[config.mk]
export PLATFORM = sky130hd
export DESIGN_NAME = axis_bram_recorder
export DESIGN_NICKNAME = d
export VERILOG_FILES = /design/src/rtl/axis_bram_recorder.sv
export SDC_FILE = /design/constraint.sdc
export NUM_CORES = 1
export LEC_CHECK = 0
export ABC_AREA = 0
export BUFFER_PORTS_ARGS = -buffer_cell sky130_fd_sc_hd__buf_2
export CAP_MARGIN = 20
export CORE_MARGIN = 8
export CORE_UTILIZATION = 49
export CTS_BUF_LIST = sky130_fd_sc_hd__clkbuf_16
export DETAILED_ROUTE_END_ITERATION = 12
export HOLD_SLACK_MARGIN = 0.1
export PLACE_DENSITY = 0.8
export SYNTH_ARGS = -nofsm -noshare
export SYNTH_HDL_FRONTEND = slang
export SYNTH_SLANG_ARGS = --single-unit
export TNS_END_PERCENT = 50
[constraint.sdc]
create_clock -name aclk -period 2.53 [get_ports aclk]
set_clock_uncertainty 0.05 [all_clocks]
set_input_delay 0.253 -clock aclk [delete_from_list [all_inputs] [get_ports aclk]]
set_output_delay 0.253 -clock aclk [all_outputs]
set_load 0.01 [all_outputs]
[src/rtl/axis_bram_recorder.sv]
// Triggered AXI-Stream to BRAM port-A recorder. Beats are written to a circular buffer with zero latency.
// Upstream is never stalled: tready stays 1 out of reset, and beats arriving while idle or done are dropped.
module axis_bram_recorder #(
  parameter int AXIS_TDATA_WIDTH = 32,
  parameter int BRAM_ADDR_WIDTH  = 10
) (
  input  logic                          aclk,
  input  logic                          areset,
  input  logic [2*BRAM_ADDR_WIDTH:0]    cfg_data,
  input  logic                          arm,
  input  logic                          trg_flag,
  output logic [2*BRAM_ADDR_WIDTH:0]    sts_data,
  output logic                          s_axis_tready,
  input  logic [AXIS_TDATA_WIDTH-1:0]   s_axis_tdata,
  input  logic                          s_axis_tvalid,
  output logic                          bram_porta_clk,
  output logic                          bram_porta_rst,
  output logic [BRAM_ADDR_WIDTH-1:0]    bram_porta_addr,
  output logic [AXIS_TDATA_WIDTH-1:0]   bram_porta_wrdata,
  output logic                          bram_porta_we
);

  localparam int A = BRAM_ADDR_WIDTH;

  typedef enum logic [2:0] {
    IDLE  = 3'd0,
    PRE   = 3'd1,
    ARMED = 3'd2,
    POST  = 3'd3,
    DONE  = 3'd4,
    CONT  = 3'd5
  } state_t;

  state_t         state;
  logic [A-1:0]   addr;
  logic [A-1:0]   trig_addr;
  logic [A-1:0]   cnt;
  logic [A-1:0]   pre_r;
  logic [A-1:0]   post_r;
  logic           mode_r;
  logic           done;
  logic           tready;

  logic           accept;
  logic           write;
  logic           arm_ok;
  logic [A-1:0]   cnt_inc;

  assign accept  = s_axis_tvalid & tready;
  assign write   = accept & (state inside {PRE, ARMED, POST, CONT});
  assign arm_ok  = arm & (state inside {IDLE, DONE, CONT});
  assign cnt_inc = cnt + 1'b1;

  always_ff @(posedge aclk) begin
    if (areset) begin
      state     <= IDLE;
      addr      <= '0;
      trig_addr <= '0;
      cnt       <= '0;
      pre_r     <= '0;
      post_r    <= '0;
      mode_r    <= 1'b0;
      done      <= 1'b0;
      tready    <= 1'b0;
    end else begin
      tready <= 1'b1;
      if (arm_ok) begin
        // A beat coinciding with the arm in CONT is still written at the old addr; the new run starts at 0.
        pre_r  <= cfg_data[A-1:0];
        post_r <= cfg_data[2*A-1:A];
        mode_r <= cfg_data[2*A];
        addr   <= '0;
        cnt    <= '0;
        done   <= 1'b0;
        if (cfg_data[2*A])
          state <= CONT;
        else if (cfg_data[A-1:0] == '0)
          state <= ARMED;
        else
          state <= PRE;
      end else begin
        unique case (state)
          PRE: begin
            if (write) begin
              addr <= addr + 1'b1;
              cnt  <= cnt_inc;
              if (cnt_inc == pre_r)
                state <= ARMED;
            end
          end
          ARMED: begin
            if (write) begin
              addr <= addr + 1'b1;
              if (trg_flag) begin
                trig_addr <= addr;
                cnt       <= '0;
                if (post_r == '0) begin
                  state <= DONE;
                  done  <= 1'b1;
                end else begin
                  state <= POST;
                end
              end
            end
          end
          POST: begin
            if (write) begin
              addr <= addr + 1'b1;
              cnt  <= cnt_inc;
              if (cnt_inc == post_r) begin
                state <= DONE;
                done  <= 1'b1;
              end
            end
          end
          CONT: begin
            if (write)
              addr <= addr + 1'b1;
          end
          IDLE, DONE: begin
            addr <= addr;
          end
          default: begin
            state <= IDLE;
          end
        endcase
      end
    end
  end

  assign s_axis_tready     = tready;
  assign sts_data          = {done, trig_addr, addr};
  assign bram_porta_clk    = aclk;
  assign bram_porta_rst    = areset;
  assign bram_porta_addr   = addr;
  assign bram_porta_wrdata = s_axis_tdata;
  assign bram_porta_we     = write;

endmodule

==> results.json <==
{
  "status": "completed",
  "timing.final.max_slew_violations": 0,
  "placed_area_um2": 3200,
  "startpoint": "cnt[1]$_SDFFE_PP0P_",
  "min_from": "cfg_data[20]",
  "slew_headroom_pct": 49.1,
  "synth_common_cells": "55 x dfxtp_1, 53 x nand2_1, 48 x buf_4, 36 x nor2_1, 35 x a21oi_1",
  "place.gp.congestion": 0.913,
  "rows": 29,
  "cts.clk_slew.worst_paths_ns": 0.08,
  "die_x_um": 96.5,
  "post-route-drc-count": 0,
  "p_leak_nw": 1.53,
  "synth_largest_area_cell": "dfxtp_1",
  "fp.dieArea_um2": 9310,
  "final-setup-viol-count": 0,
  "cp.required_ns": 2.83,
  "fin_crit_sh_pct": 93.9,
  "drive_gt1_share_pct": 22.1,
  "core-area_um2": 6310,
  "finalInstanceArea_um2": 3670,
  "crit_chain": "ha_2, and2_1, nand3_1, xnor2_1, nor4_2, buf_4, a41oi_2, or3_1, a21oi_1",
  "synth_top_area_share_pct": 34.7,
  "globalRouteTotalUtil_pct": 18.4,
  "p_total_mw": 2.95,
  "finalHoldViolations": 0,
  "yosys-top-cells-area": "dfxtp_1 35%, buf_4 11%, nand2_1 6.3%",
  "cpPeakStageDelay_ns": 0.40,
  "tightest_slew_ns": 0.759,
  "vias": 2855,
  "die_h_um": 96.5,
  "yosysMostFrequentCell": "dfxtp_1",
  "cp-end-kind": "flip-flop",
  "place_ws_ns": 0.185,
  "ys_warn_count": 0,
  "grt_pass1_wl_um": 13400,
  "grt_start_max_net_pins": 35,
  "path_class": "reg -> reg",
  "synth_edf_count": 0,
  "fin_tns_setup_ns": 0,
  "rsz0062_at_grt": "no",
  "startpoint_type": "flip-flop",
  "diodes": 0,
  "met2_usage_pct": 29.8,
  "antenna_found_initial": 0,
  "clock_latency_ns": 0.41,
  "avgSynthCellArea_um2": 8.06,
  "use_met3_pct": 5.95,
  "r2r-start": "cnt[1]$_SDFFE_PP0P_",
  "dr.first_iter.drc_count": 197,
  "grt_pass1_vias": 2895,
  "stdcell_count": 507,
  "synthArstFlopShare_pct": 0,
  "use_met1_pct": 20.6,
  "r2r_end": "done$_SDFFE_PP0P_",
  "worstPathArrival_ns": 2.68,
  "maxCapViolCount": 0,
  "ys_ff_latch": 55,
  "setup_ws_ns": 0.153,
  "hpwl_um": 5670,
  "syn_nets": 454,
  "numPortBuffers": 60,
  "min_path_type": "in -> reg",
  "layout.nets": 489,
  "area_growth_pct": 15.5,
  "antenna_left": 0,
  "worstSetupEndpoint": "done$_SDFFE_PP0P_",
  "wl_um": 8340,
  "reg2reg_slack_ns": 0.15,
  "grt_overflow": 0,
  "synth_area_um2": 3170,
  "synth_seq_area_share_pct": 34.7,
  "wire_per_inst_um": 16.5,
  "synth.distinct_cells": 48,
  "netlist_instances": 394,
  "busiest_layer": "met2",
  "maxClockFrequency_mhz": 421,
  "io-pin-count": 125,
  "crit_slowest_cell": "dfxtp_1",
  "synthFlopType": "dfxtp_1",
  "floorplan.initialDensity_pct": 50.3,
  "dr.pass1.iters": 5,
  "rr_worst_depth": 9,
  "cts_tree": "done",
  "ir_worst_vdd_mv": 0.610,
  "period_needed_ns": 2.38,
  "p_per_area_nw_per_um2": 804,
  "dp_cells": 474,
  "worst-path-max-fanout": 7,
  "vias_per_cell": 5.63
}
timing repair:
action | 4_1_cts | 5_1_grt
resized for setup | 0 | 4
endpoints found under the hold margin | 21 | 0
setup endpoints to repair | 0 | 4
hold buffers | 21 | 0
buffers inserted | 0 | 1
report_power, final:
part	switching, mW	total, mW	internal, mW
Clock	0.394	0.987	0.593
Combinational	0.540	0.897	0.357
Sequential	0.112	1.06	0.951
Total	1.05	2.95	1.90
flip-flops by register name, summed over array words and instances (netlist names):
name             flops
bram_porta_addr     10
cnt                 10
post_r              10
pre_r               10
trig_addr           10
state                3
done                 1
s_axis_tready        1
per-stage QoR:
step	hold WS [ns]	utilization (%)
3_5_place_dp	0.304	50.7
2_1_floorplan	0.295	-
4_1_cts	0.304	57.8
6_report	0.302	58.1
3_3_place_gp	0.304	50.7
5_1_grt	0.299	58.1
layout by cell type (no fill, tap or decap), types with 2 or more instances in the layout:
cell type	netlist	routed
nand3_1	9	9
o21ai_0	16	16
nor2_2	2	2
mux2i_1	11	11
buf_4	48	10
nand3b_1	2	2
nand4_1	7	7
a22oi_1	2	2
a211oi_1	2	2
nor2_1	36	36
dfxtp_2	0	2
nor4_1	5	4
dfxtp_1	55	53
nor4_2	2	3
nand2b_1	4	4
nor2b_1	2	2
a21oi_1	35	35
xnor2_1	20	20
inv_1	6	6
and2_1	2	2
or4_1	2	2
or3_1	6	6
a31oi_1	3	3
nand2_1	53	53
and3_1	5	5
clkbuf_16	0	8
buf_2	3	60
and4_1	2	2
xor2_1	16	16
a21o_1	3	3
dlygate4sd3_1	0	21
metal layers:
layer / part of all wire (%) / up-vias
met5: 0 / -
met4: 3.2 / 0
met3: 7.4 / 31
met2: 49 / 134
met1: 40 / 1324
li1: - / 1366
logic make-up after synthesis:
group                    count (synthesis)  synth area share [%]
adder cells (fa/ha/maj)                  2                 0.788
multiplexers                            11                  3.47
flip-flops                              55                  34.7
AND/OR/NAND/NOR                        146                  22.9
buffers and inverters                   72                  14.8
XOR/XNOR                                36                  9.93
AO/OA/AOI/OAI                           72                  13.4
cell type report:
cell class / count / area, um^2
repair buffers: 90 / 581
multi-input cells: 267 / 1630
clock buffers: 9 / 205
inverters: 6 / 22.5
clock inverters: 3 / 33.8
well taps: 77 / 96.3
fillers: 559 / 2650
flip-flops and latches: 55 / 1100
worst min path at each step:
stage,end,slack [ns],cells past startpoint
after floorplan,bram_porta_clk,0.29,1
after global placement,bram_porta_clk,0.30,1
after detailed placement,bram_porta_clk,0.30,1
after CTS,state[2]$_SDFFE_PP0P_,0.30,4
after global routing,state[2]$_SDFFE_PP0P_,0.30,4
final,state[2]$_SDFFE_PP0P_,0.30,4
critical path, delay by kind of cell, from the launching register on:
family	cells	cell delay, ns
compound gates	2	0.25
xor+xnor	1	0.19
fa+ha+maj	1	0.29
buf+inv	1	0.17
flops	1	0.40
simple gates	4	0.95
(Power assumes the default switching activity.)
